==> src/rtl/uart_text_pkg.sv <==
// Shared constants and encodings for the UART text writer.
// Imported by the cursor and the top-level writer.
package uart_text_pkg;

    localparam logic [7:0] ASCII_BS  = 8'h08;
    localparam logic [7:0] ASCII_LF  = 8'h0A;
    localparam logic [7:0] ASCII_FF  = 8'h0C;
    localparam logic [7:0] ASCII_CR  = 8'h0D;
    localparam logic [7:0] PRINT_MIN = 8'h20;
    localparam logic [7:0] PRINT_MAX = 8'h7E;

    typedef enum logic [1:0] {
        S_IDLE,
        S_WRITE_WRAP,
        S_FILL
    } state_e;

    typedef enum logic [2:0] {
        CUR_NONE,
        CUR_ADVANCE,
        CUR_NEWLINE,
        CUR_RETURN,
        CUR_BACK,
        CUR_HOME
    } cur_op_e;

    function automatic logic is_printable(input logic [7:0] b);
        return (b >= PRINT_MIN) && (b <= PRINT_MAX);
    endfunction

endpackage

==> src/rtl/uart_text_writer_cursor.sv <==
// Text cursor: row, column, row base and linear address kept in step
// by increments only, so no multiplier is needed.
module text_cursor
    import uart_text_pkg::*;
#(
    parameter int RAM_BITS = 13,
    parameter int NUM_COLS = 80,
    parameter int NUM_ROWS = 80,
    parameter int COL_BITS = 7,
    parameter int ROW_BITS = 7
) (
    input  logic                clk_i,
    input  logic                rst_i,
    input  cur_op_e             op_i,
    output logic [COL_BITS-1:0] col_o,
    output logic [ROW_BITS-1:0] row_o,
    output logic [RAM_BITS-1:0] addr_o,
    output logic [RAM_BITS-1:0] base_o,
    output logic [RAM_BITS-1:0] nl_base_o,
    output logic                last_col_o
);

    localparam logic [RAM_BITS-1:0] COLS_A  = RAM_BITS'(NUM_COLS);
    localparam logic [COL_BITS-1:0] COL_MAX = COL_BITS'(NUM_COLS - 1);
    localparam logic [ROW_BITS-1:0] ROW_MAX = ROW_BITS'(NUM_ROWS - 1);

    logic [COL_BITS-1:0] col_q, col_d;
    logic [ROW_BITS-1:0] row_q, row_d;
    logic [RAM_BITS-1:0] base_q, base_d;
    logic [RAM_BITS-1:0] addr_q, addr_d;
    logic                last_row;
    logic                wrap;

    assign last_row   = (row_q == ROW_MAX);
    assign last_col_o = (col_q == COL_MAX);
    assign nl_base_o  = last_row ? '0 : base_q + COLS_A;
    assign wrap       = (op_i == CUR_NEWLINE) ||
                        ((op_i == CUR_ADVANCE) && last_col_o);

    assign col_o  = col_q;
    assign row_o  = row_q;
    assign addr_o = addr_q;
    assign base_o = base_q;

    always_comb begin
        col_d  = col_q;
        row_d  = row_q;
        base_d = base_q;
        addr_d = addr_q;
        if (wrap) begin
            col_d  = '0;
            row_d  = last_row ? '0 : row_q + 1'b1;
            base_d = nl_base_o;
            addr_d = nl_base_o;
        end else begin
            unique case (op_i)
                CUR_ADVANCE: begin
                    col_d  = col_q + 1'b1;
                    addr_d = addr_q + 1'b1;
                end
                CUR_RETURN: begin
                    col_d  = '0;
                    addr_d = base_q;
                end
                CUR_BACK: begin
                    if (col_q != '0) begin
                        col_d  = col_q - 1'b1;
                        addr_d = addr_q - 1'b1;
                    end
                end
                CUR_HOME: begin
                    col_d  = '0;
                    row_d  = '0;
                    base_d = '0;
                    addr_d = '0;
                end
                default: ;
            endcase
        end
    end

    always_ff @(posedge clk_i or posedge rst_i) begin
        if (rst_i) begin
            col_q  <= '0;
            row_q  <= '0;
            base_q <= '0;
            addr_q <= '0;
        end else begin
            col_q  <= col_d;
            row_q  <= row_d;
            base_q <= base_d;
            addr_q <= addr_d;
        end
    end

endmodule

==> src/rtl/uart_text_writer.sv <==
// Terminal-style writer: UART bytes become character RAM writes at a
// hardware cursor, with LF/CR/BS/FF handling and row blanking.
module uart_text_writer
    import uart_text_pkg::*;
#(
    parameter int          RAM_BITS   = 13,
    parameter int          NUM_COLS   = 80,
    parameter int          NUM_ROWS   = 80,
    parameter int          COL_BITS   = 7,
    parameter int          ROW_BITS   = 7,
    parameter logic [7:0]  CLEAR_CHAR = 8'h20
) (
    input  logic                clk,
    input  logic                rst,
    input  logic [7:0]          uart_data,
    input  logic                uart_data_stb,
    output logic [RAM_BITS-1:0] ram_addr,
    output logic [7:0]          ram_data,
    output logic                ram_stb,
    output logic [COL_BITS-1:0] cursor_col,
    output logic [ROW_BITS-1:0] cursor_row,
    output logic                busy,
    output logic                overrun
);

    localparam logic [RAM_BITS-1:0] COLS_M1  = RAM_BITS'(NUM_COLS - 1);
    localparam logic [RAM_BITS-1:0] CELLS_M1 = RAM_BITS'(NUM_COLS * NUM_ROWS - 1);

    state_e              state_q;
    logic [RAM_BITS-1:0] fill_addr_q;
    logic [RAM_BITS-1:0] fill_rem_q;
    logic [RAM_BITS-1:0] ram_addr_q;
    logic [7:0]          ram_data_q;
    logic                ram_stb_q;
    logic                busy_q;
    logic                overrun_q;

    logic                accept;
    cur_op_e             op;
    logic [RAM_BITS-1:0] cur_addr;
    logic [RAM_BITS-1:0] cur_base;
    logic [RAM_BITS-1:0] nl_base;
    logic                last_col;

    assign accept = uart_data_stb && !busy_q;

    always_comb begin
        op = CUR_NONE;
        if (accept) begin
            if (is_printable(uart_data)) begin
                op = CUR_ADVANCE;
            end else begin
                unique case (uart_data)
                    ASCII_LF: op = CUR_NEWLINE;
                    ASCII_CR: op = CUR_RETURN;
                    ASCII_BS: op = CUR_BACK;
                    ASCII_FF: op = CUR_HOME;
                    default:  op = CUR_NONE;
                endcase
            end
        end
    end

    text_cursor #(
        .RAM_BITS (RAM_BITS),
        .NUM_COLS (NUM_COLS),
        .NUM_ROWS (NUM_ROWS),
        .COL_BITS (COL_BITS),
        .ROW_BITS (ROW_BITS)
    ) u_cursor (
        .clk_i      (clk),
        .rst_i      (rst),
        .op_i       (op),
        .col_o      (cursor_col),
        .row_o      (cursor_row),
        .addr_o     (cur_addr),
        .base_o     (cur_base),
        .nl_base_o  (nl_base),
        .last_col_o (last_col)
    );

    // The first clear of every fill is issued from the starting state,
    // so fill_rem_q counts the writes still to come after it.
    always_ff @(posedge clk or posedge rst) begin
        if (rst) begin
            state_q     <= S_IDLE;
            fill_addr_q <= '0;
            fill_rem_q  <= '0;
            ram_addr_q  <= '0;
            ram_data_q  <= '0;
            ram_stb_q   <= 1'b0;
            busy_q      <= 1'b0;
            overrun_q   <= 1'b0;
        end else begin
            ram_stb_q <= 1'b0;
            if (uart_data_stb && busy_q) begin
                overrun_q <= 1'b1;
            end
            unique case (state_q)
                S_IDLE: begin
                    unique case (op)
                        CUR_ADVANCE: begin
                            ram_stb_q  <= 1'b1;
                            ram_addr_q <= cur_addr;
                            ram_data_q <= uart_data;
                            if (last_col) begin
                                busy_q  <= 1'b1;
                                state_q <= S_WRITE_WRAP;
                            end
                        end
                        CUR_NEWLINE: begin
                            ram_stb_q   <= 1'b1;
                            ram_addr_q  <= nl_base;
                            ram_data_q  <= CLEAR_CHAR;
                            fill_addr_q <= nl_base + 1'b1;
                            fill_rem_q  <= COLS_M1;
                            busy_q      <= 1'b1;
                            state_q     <= S_FILL;
                        end
                        CUR_HOME: begin
                            ram_stb_q   <= 1'b1;
                            ram_addr_q  <= '0;
                            ram_data_q  <= CLEAR_CHAR;
                            fill_addr_q <= RAM_BITS'(1);
                            fill_rem_q  <= CELLS_M1;
                            busy_q      <= 1'b1;
                            state_q     <= S_FILL;
                        end
                        default: ;
                    endcase
                end
                S_WRITE_WRAP: begin
                    ram_stb_q   <= 1'b1;
                    ram_addr_q  <= cur_base;
                    ram_data_q  <= CLEAR_CHAR;
                    fill_addr_q <= cur_base + 1'b1;
                    fill_rem_q  <= COLS_M1;
                    state_q     <= S_FILL;
                end
                S_FILL: begin
                    if (fill_rem_q == '0) begin
                        busy_q  <= 1'b0;
                        state_q <= S_IDLE;
                    end else begin
                        ram_stb_q   <= 1'b1;
                        ram_addr_q  <= fill_addr_q;
                        ram_data_q  <= CLEAR_CHAR;
                        fill_addr_q <= fill_addr_q + 1'b1;
                        fill_rem_q  <= fill_rem_q - 1'b1;
                    end
                end
                default: state_q <= S_IDLE;
            endcase
        end
    end

    assign ram_addr = ram_addr_q;
    assign ram_data = ram_data_q;
    assign ram_stb  = ram_stb_q;
    assign busy     = busy_q;
    assign overrun  = overrun_q;

endmodule

==> config.mk <==
export PLATFORM = sky130hd
export DESIGN_NAME = uart_text_writer
export DESIGN_NICKNAME = d
export VERILOG_FILES = /design/src/rtl/uart_text_pkg.sv /design/src/rtl/uart_text_writer_cursor.sv /design/src/rtl/uart_text_writer.sv
export SDC_FILE = /design/constraint.sdc
export NUM_CORES = 1
export LEC_CHECK = 0
export CAP_MARGIN = 20
export CORE_MARGIN = 3
export CORE_UTILIZATION = 60
export DETAILED_ROUTE_END_ITERATION = 10
export GPL_ROUTABILITY_DRIVEN = 1
export HOLD_SLACK_MARGIN = 0.12
export PLACE_DENSITY_LB_ADDON = 0.05
export SYNTH_ARGS = -nofsm -noshare
export SYNTH_HDL_FRONTEND = slang
export SYNTH_SLANG_ARGS = --single-unit
==> constraint.sdc <==
create_clock -name clk -period 6.9 [get_ports clk]
set_input_delay 1.035 -clock clk [delete_from_list [all_inputs] [get_ports clk]]
set_output_delay 1.035 -clock clk [all_outputs]
set_load 0.01 [all_outputs]
==> results by group, run 1 <==
Run status
  – Status: finished, final reports clean

Worst setup path
  – Worst R2R Setup Slack: 3.58 ns
  – Crit Path Max Fanout: 21
  – R2R Path End: u_cursor.addr_o[10]
  – Crit start category: input pin
  – CP Data Arrival Time: 4.47 ns
  – Worst Path Required: 7.14 ns
  – Crit end category: flop
  – Worst Setup EP: u_cursor.addr_o[10]
  – Worst setup path start: uart_data[5]
  – Worst Reg-to-Reg Cells: 13
  – Crit path kind: input pin to flop
  – R2R Path Start: busy

Placed design
  – Setup WS pre-CTS: 2.34 ns
  – # placed instances: 910
  – Port Buffers: 48
  – Detailed Place HPWL: 13.0 mm
  – Placer Congestion: 0.877

CTS
  – Clk Latency, worst-skew pair: 0.37 ns
  – CTS sink cnt: 92
  – CTS buffer count: 9
  – Root Buffer: clkbuf_8
  – CTS Hold Bufs: 0
  – Post-CTS Resized: 0
  – Post-CTS setup buffer count: 0
  – Clock buffer depth: 2
  – H-Tree Depth: 3
  – CTS tree: yes
  – Clock-pin slew on the worst setup and hold paths: 0.09 ns

Floorplan
  – DIE AREA: 0.0121 mm^2
  – Core area: 0.0104 mm^2
  – IO Pins: 49
  – Die W: 110 um
  – FP Rows: 37
  – Die height: 110 um
  – Starting Density: 62.3%

STA
  – Max Slew Vio Count: 0
  – Period utilization: 61.3%
  – Final min period: 4.23 ns
  – Slew HR: 37.2%
  – WHS: 0.479 ns
  – Fin Setup TNS: 0 ns
  – Final setup fails: 0
  – FMAX: 0.236 GHz
  – Final Hold Viols: 0
  – Final setup margin: 2.67 ns
  – Worst Tran Pin Value: 0.939 ns
  – Final clock skew: 0.00983 ns
  – RSZ-0062 raised after global routing: no

Synth
  – Post-synth EDFFs: 0
  – Seq/Total Area, Yosys: 35.5%
  – Cells after synthesis: 758
  – Synthesized area: 0.00649 mm^2
  – Syn_nets: 797
  – Yosys warnings: 0
  – Syn avg cell area: 8.57 um^2
  – Register bit count reported by yosys: 92
  – Primary FF master, synth: dfrtp_1
  – Post-synthesis async set-or-reset flop share: 100%
  – Synth cell types: 71

Global route
  – Initial antenna violation count: 0
  – Vias in the first global route: 5834
  – Total track usage: 30.7%
  – Global-route wire length before repair: 29.2 mm
  – Largest net degree at the start of global routing: 52
  – GR Overflow Total: 0

Routing
  – Starting DRT DRC Count: 654
  – Wirelength per Cell: 19.5 um
  – Post-DR vias/cell: 6.74
  – Routed WL: 18.1 mm
  – DRT Pass-1 Iters: 6
  – Vias: 6244
  – Residual DRC count: 0
  – ANT nets after route: 0

Layout
  – Syn-to-layout area delta: 12.2%
  – Share of layout cells above drive strength 1: 5.19%
  – Non-Filler Instances: 926
  – Final layout net count: 825
  – Antenna fix cells: 0
  – Fillers: 873

Flow run
  – Maxcap violations: 0

Power and ir drop
  – Clock share of power: 17.3%
  – Seq pwr share: 34.2%
  – Int Pwr: 1.38 mW
  – Logic pwr share: 48.5%
  – P_sw: 0.985 mW
  – Leak: 3.14 nW
  – VDD IR max: 0.295 mV
  – Pwr/cell area: 325 mW/mm^2
  – Net Sw Frac: 41.6%

Worst hold path
  – Hold crit path type: flop to flop
  – Hold-critical path depth: 1
==> cells in the mapped netlist (all sizes together) (8+ instances only) <==
library cell,instances,area share (%)
nand3,29,2.3
and3,8,0.77
nand4,14,1.4
dfrtp,92,35
xor2,12,1.6
a21oi,39,3.0
clkbuf,22,1.3
mux2i,8,1.2
inv,23,1.3
and2,9,0.87
o21ai,62,4.8
o31ai,9,1.3
a22oi,10,1.2
a21o,22,2.5
ha,26,5.0
xnor2,25,3.4
buf,20,1.5
a211oi,17,2.0
nand2,79,4.6
nor3,12,1.0
a22o,12,1.6
a31oi,9,0.87
a221oi,27,3.7
nor2,77,4.5
==> metrics by stage <==
stage                     total power [mW]  util [%]  area, um^2
final                                 2.37      69.9        7280
after CTS                             2.34      69.7        7260
after floorplan                       1.57         -        6490
after detailed placement              1.92      67.6        7040
after global routing                  2.53      69.9        7280
after global placement                1.89      67.6        7040
==> how the worst min path moves through the flow <==
stage,from,end
3_5_place_dp,ram_addr[4],ram_addr[4]
2_1_floorplan,fill_rem_q[5],fill_rem_q[5]
5_1_grt,overrun,overrun
3_3_place_gp,overrun,overrun
4_1_cts,overrun,overrun
6_report,overrun,overrun
==> state kept, by name, summed over array words and instances, names as in the netlist <==
register         count
busy                 1
fill_addr_q         13
fill_rem_q          13
overrun              1
ram_addr            13
ram_data             8
ram_stb              1
state_q              2
u_cursor.addr_o     13
u_cursor.base_o     13
u_cursor.col_o       7
u_cursor.row_o       7
==> worst max-delay path, stage by stage <==
cell and delay, ns:
clkdlybuf4s50_1 0.49, nor4b_4 0.55, nand3_1 0.24, nor2_1 0.15, buf_4 0.28, inv_1 0.09, fa_1 0.42, nor2b_1 0.20
o2111ai_1 0.18, and2_1 0.22, o211a_1 0.23, a311oi_1 0.24, o21ai_0 0.12
==> layout by cell type, fill, tap and decap left out, types with 4 or more instances in the layout <==
| master | instances |
|---|---|
| a211oi_1 | 16 |
| a21o_1 | 22 |
| a21oi_1 | 39 |
| a221o_1 | 4 |
| a221oi_1 | 26 |
| a22o_1 | 12 |
| a22oi_1 | 10 |
| a311oi_1 | 4 |
| a31oi_1 | 9 |
| and2_1 | 9 |
| and3_1 | 8 |
| buf_4 | 10 |
| clkbuf_8 | 10 |
| clkdlybuf4s50_1 | 48 |
| dfrtp_1 | 92 |
| ha_1 | 26 |
| inv_1 | 22 |
| mux2i_1 | 8 |
| nand2_1 | 79 |
| nand2b_1 | 4 |
| nand3_1 | 28 |
| nand4_1 | 13 |
| nor2_1 | 77 |
| nor2b_1 | 7 |
| nor3_1 | 11 |
| nor3b_1 | 4 |
| nor4_1 | 6 |
| o211ai_1 | 5 |
| o21ai_0 | 45 |
| o21ai_1 | 17 |
| o31ai_1 | 8 |
| xnor2_1 | 25 |
| xor2_1 | 12 |
==> power by group through the flow <==
stage,logic [mW],registers [mW],clock network (mW)
floorplan,0.761,0.813,0
global placement,1.07,0.812,0
detailed placement,1.11,0.818,0
CTS,1.11,0.807,0.414
global route,1.27,0.825,0.436
finish,1.15,0.810,0.410
==> metal layers <==
| layer | wire (um) | global-route usage [%] |
|---|---|---|
| met4 | 364 | 10.2 |
| met3 | 1310 | 4.19 |
| met1 | 7870 | 42.1 |
| met2 | 8530 | 50.1 |
| met5 | 0 | 0 |
==> cell families (layout without fill, tap and decap cells) <==
| kind of cell | count (synthesis) | count (layout) | synth area share (%) |
|---|---|---|---|
| compound gates | 256 | 256 | 27.6 |
| xor+xnor | 37 | 37 | 4.99 |
| fa+ha+maj | 28 | 28 | 5.63 |
| buf+inv | 65 | 97 | 4.09 |
| flops | 92 | 92 | 35.5 |
| mux | 11 | 11 | 1.75 |
| simple gates | 269 | 269 | 20.5 |
==> final cells by class <==
| cell class | instances | area [um^2] | area share [%] |
|---|---|---|---|
| repair buffers | 59 | 583 | 8.01 |
| inverters | 23 | 87.6 | 1.20 |
| clock buffers | 11 | 141 | 1.94 |
| well taps | 136 | 170 | 2.34 |
| multi-input cells | 601 | 3930 | 53.9 |
| flip-flops and latches | 92 | 2300 | 31.6 |
| clock inverters | 4 | 73.8 | 1.01 |
(Power assumes the default switching activity.)
==> inputs of run 2 (changes only) <==
==> constraint.sdc (replaced) <==
create_clock -name clk -period 4.1 [get_ports clk]
set_input_delay 0.615 -clock clk [delete_from_list [all_inputs] [get_ports clk]]
set_output_delay 0.615 -clock clk [all_outputs]
set_load 0.01 [all_outputs]
==> results by group, run 2 (same netlist as run 1, synthesis figures left out) <==
Routing
  – DRT Pass-1 Iters: 5
  – Residual DRC count: 0
  – ANT nets after route: 0
  – Starting DRT DRC Count: 800
  – Post-DR vias/cell: 6.69
  – Vias: 6221
  – Routed WL: 18.1 mm
  – Wirelength per Cell: 19.5 um

Run status
  – Status: finished, final reports clean

Layout
  – Non-Filler Instances: 930
  – Final layout net count: 828
  – Commonest non-fill, non-tap cells in the layout: dfrtp_1, nand2_1, nor2_1, clkdlybuf4s50_1, o21ai_0
  – Flip-flop and latch area: 0.00230 mm^2
  – Fillers: 881
  – Leading cell type in the layout, fill and taps excluded: dfrtp_1
  – Syn-to-layout area delta: 12.5%
  – Area of the multi-input gates: 0.00393 mm^2
  – Share of layout cells above drive strength 1: 5.79%
  – Antenna fix cells: 0

Floorplan
  – Die W: 110 um
  – FP Rows: 37
  – DIE AREA: 0.0121 mm^2
  – Core area: 0.0104 mm^2
  – Starting Density: 62.3%
  – Die height: 110 um
  – IO Pins: 49

STA
  – Period utilization: 87.2%
  – Slew HR: 40.7%
  – Final setup fails: 0
  – Final Hold Viols: 0
  – Final clock skew: 0.0124 ns
  – Max Slew Vio Count: 0
  – WHS: 0.472 ns
  – Worst Tran Pin Value: 0.889 ns
  – RSZ-0062 raised after global routing: no
  – Final setup margin: 0.527 ns
  – FMAX: 0.280 GHz
  – Fin Setup TNS: 0 ns
  – Final min period: 3.57 ns

Worst setup path
  – Crit start category: input pin
  – Crit end category: flop
  – CP Cell Sequence: clkdlybuf4s50_1 -> or2_2 -> o22a_1 -> nor2_1 -> buf_12 -> inv_1 -> fa_1 -> nor2b_1 -> o2111ai_1 -> and2_1 -> o211a_1 -> a311oi_1 -> o21ai_0
  – Crit path kind: input pin to flop
  – Worst Setup EP: u_cursor.addr_o[10]
  – Worst Reg-to-Reg Cells: 12
  – R2R Path Start: busy
  – CP max-delay cell: clkdlybuf4s50_1
  – Critical path's largest stage delay: 0.50 ns
  – R2R Path End: u_cursor.addr_o[10]
  – Worst R2R Setup Slack: 0.82 ns
  – Crit Path Max Fanout: 21
  – Worst setup path start: uart_data[5]
  – Worst Path Required: 4.34 ns
  – CP Data Arrival Time: 3.82 ns

Power and ir drop
  – Pwr/cell area: 539 mW/mm^2
  – Leak: 3.16 nW
  – VDD IR max: 0.318 mV

CTS
  – CTS tree: yes
  – Post-CTS Resized: 0
  – Root Buffer: clkbuf_8
  – Clk Latency, worst-skew pair: 0.37 ns
  – Clock-pin slew on the worst setup and hold paths: 0.10 ns
  – H-Tree Depth: 3
  – Clock buffer depth: 2
  – Post-CTS setup buffer count: 0
  – CTS Hold Bufs: 0
  – CTS sink cnt: 92
  – CTS buffer count: 9

Flow run
  – Maxcap violations: 0

Worst hold path
  – Hold path start: overrun
  – Hold crit path type: flop to flop

Global route
  – GR Overflow Total: 0
  – Largest net degree at the start of global routing: 52
  – Vias in the first global route: 5969
  – Global-route wire length before repair: 29.8 mm
  – Total track usage: 31.1%
  – Initial antenna violation count: 0

Placed design
  – Port Buffers: 48
  – Setup WS pre-CTS: 0.220 ns
  – # placed instances: 913
  – Detailed Place HPWL: 13.4 mm
  – Placer Congestion: 0.938
==> run 2: cell count changes in the layout (fill, tap and decap cells not counted), sizes merged <==
| cell | before | now |
|---|---|---|
| clkbuf | 11 | 9 |
| buf | 11 | 14 |
| clkinv | 3 | 7 |
| bufinv | 2 | 1 |
==> run 2: cell type report <==
cell class | instances | share of cell area, %
tap | 136 | 2.33
clock inverter | 7 | 0.925
clock buffer | 9 | 1.70
timing repair buffer | 62 | 8.63
multi-input combinational | 601 | 53.7
sequential | 92 | 31.5
inverter | 23 | 1.20
==> run 2: metal layers <==
| metal | track usage, % | wire (um) | vias to the layer above |
|---|---|---|---|
| li1 | - | - | 2898 |
| met1 | 41.4 | 7760 | 3001 |
| met2 | 52.2 | 8630 | 271 |
| met3 | 4.78 | 1220 | 51 |
| met4 | 9.88 | 526 | 0 |
| met5 | 0 | 0 | - |
==> run 2: worst max-delay path: cells and delay by family <==
family / cells / cell delay [ns]
and+or+nand+nor: 4 / 0.95
buffers and inverters: 3 / 0.76
AOI/OAI and AO/OA: 5 / 1.06
adders and majority gates: 1 / 0.41
==> run 2: stage by stage <==
stage / power (mW) / util, % / instance area [um^2]
after floorplan: 2.65 / - / 6490
after global placement: 3.19 / 68.0 / 7090
after detailed placement: 3.27 / 68.0 / 7090
after CTS: 3.88 / 69.9 / 7280
after global routing: 4.23 / 70.2 / 7310
final: 3.94 / 70.2 / 7310
==> run 2: report_power, final <==
part	switching [mW]	total, mW	internal (mW)	leakage [nW]
Clock	0.339	0.619	0.280	0.103
Combinational	1.12	1.95	0.827	1.88
Sequential	0.220	1.37	1.15	1.18
Total	1.68	3.94	2.26	3.16
==> run 2: worst min-delay path by stage <==
stage / to / slack [ns] / depth (start not counted)
finish: overrun / 0.47 / 1
global route: overrun / 0.51 / 1
CTS: overrun / 0.47 / 1
detailed placement: overrun / 0.45 / 1
global placement: overrun / 0.46 / 1
floorplan: fill_rem_q[5] / 0.45 / 2
==> inputs of run 3 (changes only) <==
--- a/config.mk
+++ b/config.mk
@@ -5,9 +5,11 @@
 export SDC_FILE = /design/constraint.sdc
 export NUM_CORES = 1
 export LEC_CHECK = 0
+export ABC_CLOCK_PERIOD_IN_PS = 4100
 export CAP_MARGIN = 20
 export CORE_MARGIN = 3
 export CORE_UTILIZATION = 60
+export CTS_CLUSTER_DIAMETER = 200
 export DETAILED_ROUTE_END_ITERATION = 10
 export GPL_ROUTABILITY_DRIVEN = 1
 export HOLD_SLACK_MARGIN = 0.12
==> results of run 3 <==
Final layout, timing and power as in run 2 (identical DEF).
